--- src/rtl/pool2_ofm_writer.sv ---
// pool2_ofm_writer
//   Collects the three pooled results of the second pooling stage on each
//   data_valid strobe and turns them into registered write transactions for
//   the next-stage IFM memory. Walks every map group (pass) of one layer
//   after a single start. Lanes that would address a map beyond IFM_DEPTH
//   are masked off.
//
// Ports
//   clk                     rising-edge clock
//   reset                   synchronous, active-high
//   start                   one-cycle pulse, begins a layer (IDLE only)
//   data_valid              data_in_1..3 are valid this cycle
//   data_in_1..3            pooled samples from units 1..3
//   wr_en_1..3              per-lane memory write enable
//   wr_addr                 row-major pixel address inside the map
//   map_base                map index of lane 1 (lane k writes map_base+k-1)
//   data_out_1..3           registered write data
//   pass_done               pulses together with the write of the last pixel of a pass
//   done                    pulses the cycle after the last write of the layer
//   busy                    high from the cycle after start until done
module pool2_ofm_writer #(
    parameter int DATA_WIDTH            = 32,
    parameter int IFM_SIZE              = 14,
    parameter int IFM_DEPTH             = 16,
    parameter int KERNAL_SIZE           = 2,
    parameter int NUMBER_OF_UNITS       = 3,
    parameter int IFM_SIZE_NEXT         = (IFM_SIZE - KERNAL_SIZE) / 2 + 1,
    parameter int ADDRESS_SIZE_NEXT_IFM = $clog2(IFM_SIZE_NEXT * IFM_SIZE_NEXT),
    parameter int NUMBER_OF_PASSES      = (IFM_DEPTH + NUMBER_OF_UNITS - 1) / NUMBER_OF_UNITS,
    parameter int MAP_INDEX_SIZE        = $clog2(IFM_DEPTH)
) (
    input  logic                             clk,
    input  logic                             reset,
    input  logic                             start,
    input  logic                             data_valid,
    input  logic [DATA_WIDTH-1:0]            data_in_1,
    input  logic [DATA_WIDTH-1:0]            data_in_2,
    input  logic [DATA_WIDTH-1:0]            data_in_3,
    output logic                             wr_en_1,
    output logic                             wr_en_2,
    output logic                             wr_en_3,
    output logic [ADDRESS_SIZE_NEXT_IFM-1:0] wr_addr,
    output logic [MAP_INDEX_SIZE-1:0]        map_base,
    output logic [DATA_WIDTH-1:0]            data_out_1,
    output logic [DATA_WIDTH-1:0]            data_out_2,
    output logic [DATA_WIDTH-1:0]            data_out_3,
    output logic                             pass_done,
    output logic                             done,
    output logic                             busy
);

    localparam int PIX_LAST = IFM_SIZE_NEXT * IFM_SIZE_NEXT - 1;
    localparam int PASS_W   = (NUMBER_OF_PASSES > 1) ? $clog2(NUMBER_OF_PASSES) : 1;

    typedef enum logic [1:0] {
        IDLE,
        WRITE,
        FINISH
    } state_t;

    state_t                           r_state;
    state_t                           w_next;

    logic [ADDRESS_SIZE_NEXT_IFM-1:0] r_pix;
    logic [PASS_W-1:0]                r_pass;

    logic [2:0]                       r_wr_en;
    logic [ADDRESS_SIZE_NEXT_IFM-1:0] r_wr_addr;
    logic [MAP_INDEX_SIZE-1:0]        r_map_base;
    logic [DATA_WIDTH-1:0]            r_data_1;
    logic [DATA_WIDTH-1:0]            r_data_2;
    logic [DATA_WIDTH-1:0]            r_data_3;
    logic                             r_pass_done;
    logic                             r_done;
    logic                             r_busy;

    logic                             w_start;
    logic                             w_write;
    logic                             w_pix_last;
    logic                             w_pass_last;
    logic [31:0]                      w_map_full;
    logic [2:0]                       w_lane_en;

    // Start is refused during the done pulse, so the earliest accepted
    // restart is the cycle after done.
    assign w_start     = (r_state == IDLE) && start && !r_done;
    assign w_write     = (r_state == WRITE) && data_valid;
    assign w_pix_last  = (r_pix == ADDRESS_SIZE_NEXT_IFM'(PIX_LAST));
    assign w_pass_last = (r_pass == PASS_W'(NUMBER_OF_PASSES - 1));

    always_comb begin
        w_map_full = 32'(r_pass) * 32'(NUMBER_OF_UNITS);
        w_lane_en  = '0;
        for (int unsigned k = 0; k < 3; k++) begin
            w_lane_en[k] = (w_map_full + k) < 32'(IFM_DEPTH);
        end
    end

    always_ff @(posedge clk) begin
        if (reset) begin
            r_state <= IDLE;
        end else begin
            r_state <= w_next;
        end
    end

    always_comb begin
        w_next = r_state;
        case (r_state)
            IDLE:    if (w_start) w_next = WRITE;
            WRITE:   if (w_write && w_pix_last && w_pass_last) w_next = FINISH;
            FINISH:  w_next = IDLE;
            default: w_next = IDLE;
        endcase
    end

    always_ff @(posedge clk) begin
        if (reset) begin
            r_pix       <= '0;
            r_pass      <= '0;
            r_wr_en     <= '0;
            r_wr_addr   <= '0;
            r_map_base  <= '0;
            r_data_1    <= '0;
            r_data_2    <= '0;
            r_data_3    <= '0;
            r_pass_done <= 1'b0;
            r_done      <= 1'b0;
            r_busy      <= 1'b0;
        end else begin
            r_wr_en     <= '0;
            r_pass_done <= 1'b0;
            r_done      <= 1'b0;

            if (w_start) begin
                r_pix  <= '0;
                r_pass <= '0;
                r_busy <= 1'b1;
            end

            if (w_write) begin
                r_data_1    <= data_in_1;
                r_data_2    <= data_in_2;
                r_data_3    <= data_in_3;
                r_wr_addr   <= r_pix;
                r_map_base  <= MAP_INDEX_SIZE'(w_map_full);
                r_wr_en     <= w_lane_en;
                r_pass_done <= w_pix_last;
                if (w_pix_last) begin
                    r_pix  <= '0;
                    r_pass <= w_pass_last ? '0 : r_pass + 1'b1;
                end else begin
                    r_pix <= r_pix + 1'b1;
                end
            end

            // FINISH is entered with the final write on the outputs, so done
            // lands one cycle after that write and busy drops with it.
            if (r_state == FINISH) begin
                r_done <= 1'b1;
                r_busy <= 1'b0;
            end
        end
    end

    assign wr_en_1    = r_wr_en[0];
    assign wr_en_2    = r_wr_en[1];
    assign wr_en_3    = r_wr_en[2];
    assign wr_addr    = r_wr_addr;
    assign map_base   = r_map_base;
    assign data_out_1 = r_data_1;
    assign data_out_2 = r_data_2;
    assign data_out_3 = r_data_3;
    assign pass_done  = r_pass_done;
    assign done       = r_done;
    assign busy       = r_busy;

endmodule

--- config.mk ---
export PLATFORM = sky130hd
export DESIGN_NAME = pool2_ofm_writer
export DESIGN_NICKNAME = d
export VERILOG_FILES = /design/src/rtl/pool2_ofm_writer.sv
export SDC_FILE = /design/constraint.sdc
export NUM_CORES = 1
export LEC_CHECK = 0
export ABC_AREA = 1
export CORE_UTILIZATION = 44
export CTS_CLUSTER_SIZE = 28
export DETAILED_ROUTE_END_ITERATION = 8
export PLACE_DENSITY = 0.85
export SYNTH_ARGS = -nofsm -noshare
export SYNTH_HDL_FRONTEND = slang
export SYNTH_SLANG_ARGS = --single-unit
--- constraint.sdc ---
create_clock -name clk -period 3 [get_ports clk]
set_input_delay 0.6 -clock clk [delete_from_list [all_inputs] [get_ports clk]]
set_output_delay 0.6 -clock clk [all_outputs]
set_load 0.005 [all_outputs]
==> results.md <==
Clocking:
- TritonCTS built the clock tree.
- The count of clock tree sinks is 123.
- The clock passes through at most 2 buffers.
- The CTS buffer count is 17.
- The clock latency of the later-clocked register in the worst-skew pair is 0.50 ns.
- The number of hold buffers added after CTS was 0.
- The number of H-tree branching levels is 4.
- The count of instances resized after the clock tree is built is 0.
- The root buffer cell is sky130_fd_sc_hd__clkbuf_8.
- The clock-pin slew on the worst setup and hold paths is 0.06 ns.
- After clock tree synthesis, the setup repair step added 0 buffers.

Die:
- The die covers 10,900 sq um.
- The core outline area is 10,200 sq um.
- The floorplan die height is 104 um.
- Row generation in the floorplan step produced 37 rows.
- The initial core utilization is 45.1%.
- The die boundary width is 104 um.
- In this run the count of I/O pins placed on the die edge is 212.

Power:
- In this run, the combinational gates consume 12.0% of the power.
- The power per unit of standard cell area is 595 nW/um^2.
- The portion of total power attributed to sequential cells is 40.7%.
- The leakage power of the design is 3.04 nW.
- The power dissipated by switching net loads is 0.000972 W.
- The internal portion of total power is 0.00340 W.
- The maximum vdd drop is 0.369 mV.
- Net switching is 22.2% of the power.
- The clock network accounts for 47.3% of the total power.

Timing:
- The timing-limited maximum frequency is 509 MHz.
- The number of pins with negative max-slew slack in the final report is 0.
- For the final routed database, the setup TNS stands at 0 ns.
- Setup repair after global routing left no endpoint under its margin.
- Between clock sinks in the finished design, the worst skew comes to 0.0110 ns.
- The count of final hold-check violations is 0.
- Setup slack closes at 1.03 ns.
- At the pin with the least slew margin, the transition time is 0.437 ns.
- The relative slew slack is 70.8%.
- The final number of setup-violating endpoints is 0.
- The worst path uses 65.5% of the clock period.
- The minimum clock period is 1.97 ns.

Critical path:
- The origin of the critical flop-to-flop path is r_state[0].
- Among all stages on the critical path, the largest delay is contributed by sky130_fd_sc_hd__clkdlybuf4s50_1.
- In this run the critical register-to-register path is captured at data_out_2[20].
- At the worst endpoint, the arrival time is 1.37 ns.
- The number of buffers and inverters on the critical path is 1.
- The kind of cell adding the most delay to the critical path is buffers and inverters.
- By startpoint and endpoint, the worst setup path is classified as register to output pin.
- For flop-to-flop paths, the worst setup slack is 1.31 ns.
- The startpoint kind of the worst setup timing path is a register.
- The worst stage delay on the critical path is 0.51 ns.
- For the worst flop-to-flop path, the logic depth is 6.
- Along the worst path, the maximum fanout reaches 2.
- STA classifies the critical path endpoint as an output pin.
- The required time reported for the critical path endpoint is 2.40 ns.
- Traced cell by cell, the critical path runs through clkdlybuf4s50_1.

Global routing:
- The number of global-route vias before repair is 4,319.
- The number of antenna violations at the first check in global routing is 0.
- The total overflow left after global routing is 0.
- The overall track demand over capacity in global routing is 22.4%.
- Entering global routing, the biggest net connects 114 pins.
- The first global-routing pass estimated 19.9 mm of wire.

Yosys:
- The synthesized netlist contains 32 unique library cells.
- In the synthesized netlist the dominant register cell turns out to be sky130_fd_sc_hd__dfxtp_1.
- Of the post-synthesis cell area, the dominant cell type holds 53.3%.
- The number of enable flip-flop cells after synthesis is 0.
- The synthesized design contains 123 register bits.
- The library cell occupying the most area in the post-synthesis netlist is sky130_fd_sc_hd__dfxtp_1.
- Synthesis produced a netlist with a net count of 681.
- The fraction of registers with async set or reset after synthesis is 0%.
- The cell area after technology mapping is 4620 sq um.
- The most repeated cell in the gate-level netlist after synthesis is sky130_fd_sc_hd__nor2_1.
- The number of instances in the synthesized netlist is 573.
- Sequential elements use 53.3% of the synthesized area.
- By area the synthesized netlist is led by sky130_fd_sc_hd__dfxtp_1 (53%), sky130_fd_sc_hd__nor2_1 (17%), sky130_fd_sc_hd__o21ai_0 (11%).
- By count the netlist is led by sky130_fd_sc_hd__nor2_1 (207), sky130_fd_sc_hd__dfxtp_1 (123), sky130_fd_sc_hd__o21ai_0 (103).
- The mean instance size in the synthesized netlist is 8.06 sq um.
- Yosys printed 0 warnings.

Placement:
- At the end of routability-driven placement, the weighted congestion stood at 0.807.
- The HPWL after detailed placement is 8.43 mm.
- The count of input and output buffers is 211.
- At the placement stage, the worst setup path has a slack of 0.657 ns.

Routing:
- The routed layout has 4,493 vias.
- The count of routing violations after the opening detailed-route iteration is 295.
- After detailed routing, the total wire length is 12.2 mm.
- Dividing the detail-routed via count by the number of cells gives 4.87.
- In this run the remaining antenna-violating nets after routing total 0.
- The detailed-routing iteration count for the pre-antenna-repair pass is 4.
- The detail-routed net length per standard cell is 13.2 um.
- For this run, design rule violations remaining after detail routing come to 0.

Run status:
- The flow ran to the end, and the final reports show no timing, DRC or antenna violations.

Hold path:
- The worst hold path stage count is 2.
- The path with the worst hold slack has its endpoint at map_base[3].
- The worst min-delay path class is register to register.
- In this run the most critical hold path is launched from map_base[3].

Final layout:
- The area growth from synthesis to layout is 59.3%.
- The fraction of layout cells with a size suffix above 1 is 6.36%.
- The number of antenna diodes in the final layout is 0.
- The total number of nets in the final design is 882.
- The number of filler cells placed in the layout is 790.

Run:
- The number of maximum-capacitance constraint violations is 0.
flip-flops by register name, indices dropped and copies added, names as in the netlist, 3 cells and up:
signal / count
data_out_1: 32
r_pix: 6
wr_addr: 6
map_base: 4
data_out_3: 32
r_pass: 3
r_wr_en: 3
data_out_2: 32
power by group through the flow:
stage               registers, W  logic [W]  clock network [W]
CTS                      0.00178   0.000531            0.00211
floorplan                0.00181   0.000176                  0
finish                   0.00178   0.000526            0.00207
global route             0.00179   0.000572            0.00219
global placement         0.00181   0.000514                  0
detailed placement       0.00181   0.000527                  0
worst max-delay path by stage:
stage                         startpoint             end  cells past startpoint
after floorplan                r_pass[0]      r_wr_en[1]                      6
after global routing      data_out_2[31]  data_out_2[31]                      1
final                     data_out_2[29]  data_out_2[29]                      1
after CTS                 data_out_2[29]  data_out_2[29]                      1
after detailed placement      data_valid  data_out_2[20]                      7
after global placement        data_valid  data_out_2[28]                      7
cell usage in the layout, fill, tap and decap left out, types with 2 or more instances in the layout:
| cell type | Yosys | routed |
|---|---|---|
| sky130_fd_sc_hd__dfxtp_1 | 123 | 123 |
| sky130_fd_sc_hd__ha_1 | 7 | 7 |
| sky130_fd_sc_hd__clkinv_2 | 0 | 3 |
| sky130_fd_sc_hd__a21oi_1 | 17 | 17 |
| sky130_fd_sc_hd__bufinv_16 | 0 | 4 |
| sky130_fd_sc_hd__o21ai_0 | 103 | 103 |
| sky130_fd_sc_hd__nand3_1 | 12 | 12 |
| sky130_fd_sc_hd__o21ai_1 | 3 | 3 |
| sky130_fd_sc_hd__buf_12 | 0 | 4 |
| sky130_fd_sc_hd__clkinv_4 | 0 | 3 |
| sky130_fd_sc_hd__inv_1 | 12 | 12 |
| sky130_fd_sc_hd__inv_6 | 0 | 2 |
| sky130_fd_sc_hd__nor2_1 | 207 | 207 |
| sky130_fd_sc_hd__clkbuf_16 | 0 | 16 |
| sky130_fd_sc_hd__nor2_2 | 2 | 2 |
| sky130_fd_sc_hd__nand2_1 | 29 | 29 |
| sky130_fd_sc_hd__inv_2 | 3 | 2 |
| sky130_fd_sc_hd__xor2_1 | 4 | 4 |
| sky130_fd_sc_hd__buf_4 | 5 | 4 |
| sky130_fd_sc_hd__clkinvlp_4 | 0 | 3 |
| sky130_fd_sc_hd__clkdlybuf4s50_1 | 0 | 211 |
routing by layer:
layer | share of wire (%) | wire (um) | vias to the layer above | global-route usage [%]
met4 | 2.0 | 244 | 0 | 9.59
met3 | 7.7 | 943 | 25 | 8.21
met5 | 0 | 0 | - | 0
met2 | 48 | 5890 | 173 | 37.6
met1 | 42 | 5090 | 2054 | 25.6
li1 | - | - | 2241 | -
kinds of logic after synthesis:
family	after synthesis	synth area share, %
buf+inv	53	7.10
fa+ha+maj	8	2.33
xor+xnor	5	0.949
compound gates	125	13.7
simple gates	259	22.6
flops	123	53.3
area by class of cell:
| type | instances | area, sq um | share of cell area, % |
|---|---|---|---|
| Clock buffer | 17 | 414 | 5.63 |
| Tap cell | 136 | 170 | 2.31 |
| Timing Repair Buffer | 219 | 2220 | 30.2 |
| Clock inverter | 14 | 196 | 2.67 |
| Sequential cell | 123 | 2460 | 33.5 |
| Inverter | 16 | 61.3 | 0.834 |
| Multi-Input combinational cell | 397 | 1830 | 24.8 |
worst reg2reg max path, stage by stage, from the launching register on:
cell and delay, ns:
sky130_fd_sc_hd__dfxtp_1 0.39, sky130_fd_sc_hd__nand2_2 0.14, sky130_fd_sc_hd__nor2_8 0.13, sky130_fd_sc_hd__clkinv_2 0.36, sky130_fd_sc_hd__buf_4 0.38, sky130_fd_sc_hd__nor2_1 0.13
sky130_fd_sc_hd__nor2_1 0.06
per-stage QoR:
step	instance area (sq um)	cells	util [%]	hold WS, ns	power [W]
2_1_floorplan	4620	573	-	0.440	0.00199
3_3_place_gp	6740	891	65.9	0.439	0.00232
3_5_place_dp	6740	891	65.9	0.450	0.00234
4_1_cts	7350	922	71.9	0.467	0.00442
5_1_grt	7350	922	71.9	0.482	0.00455
6_report	7350	922	71.9	0.466	0.00437
(Power assumes the default switching activity.)
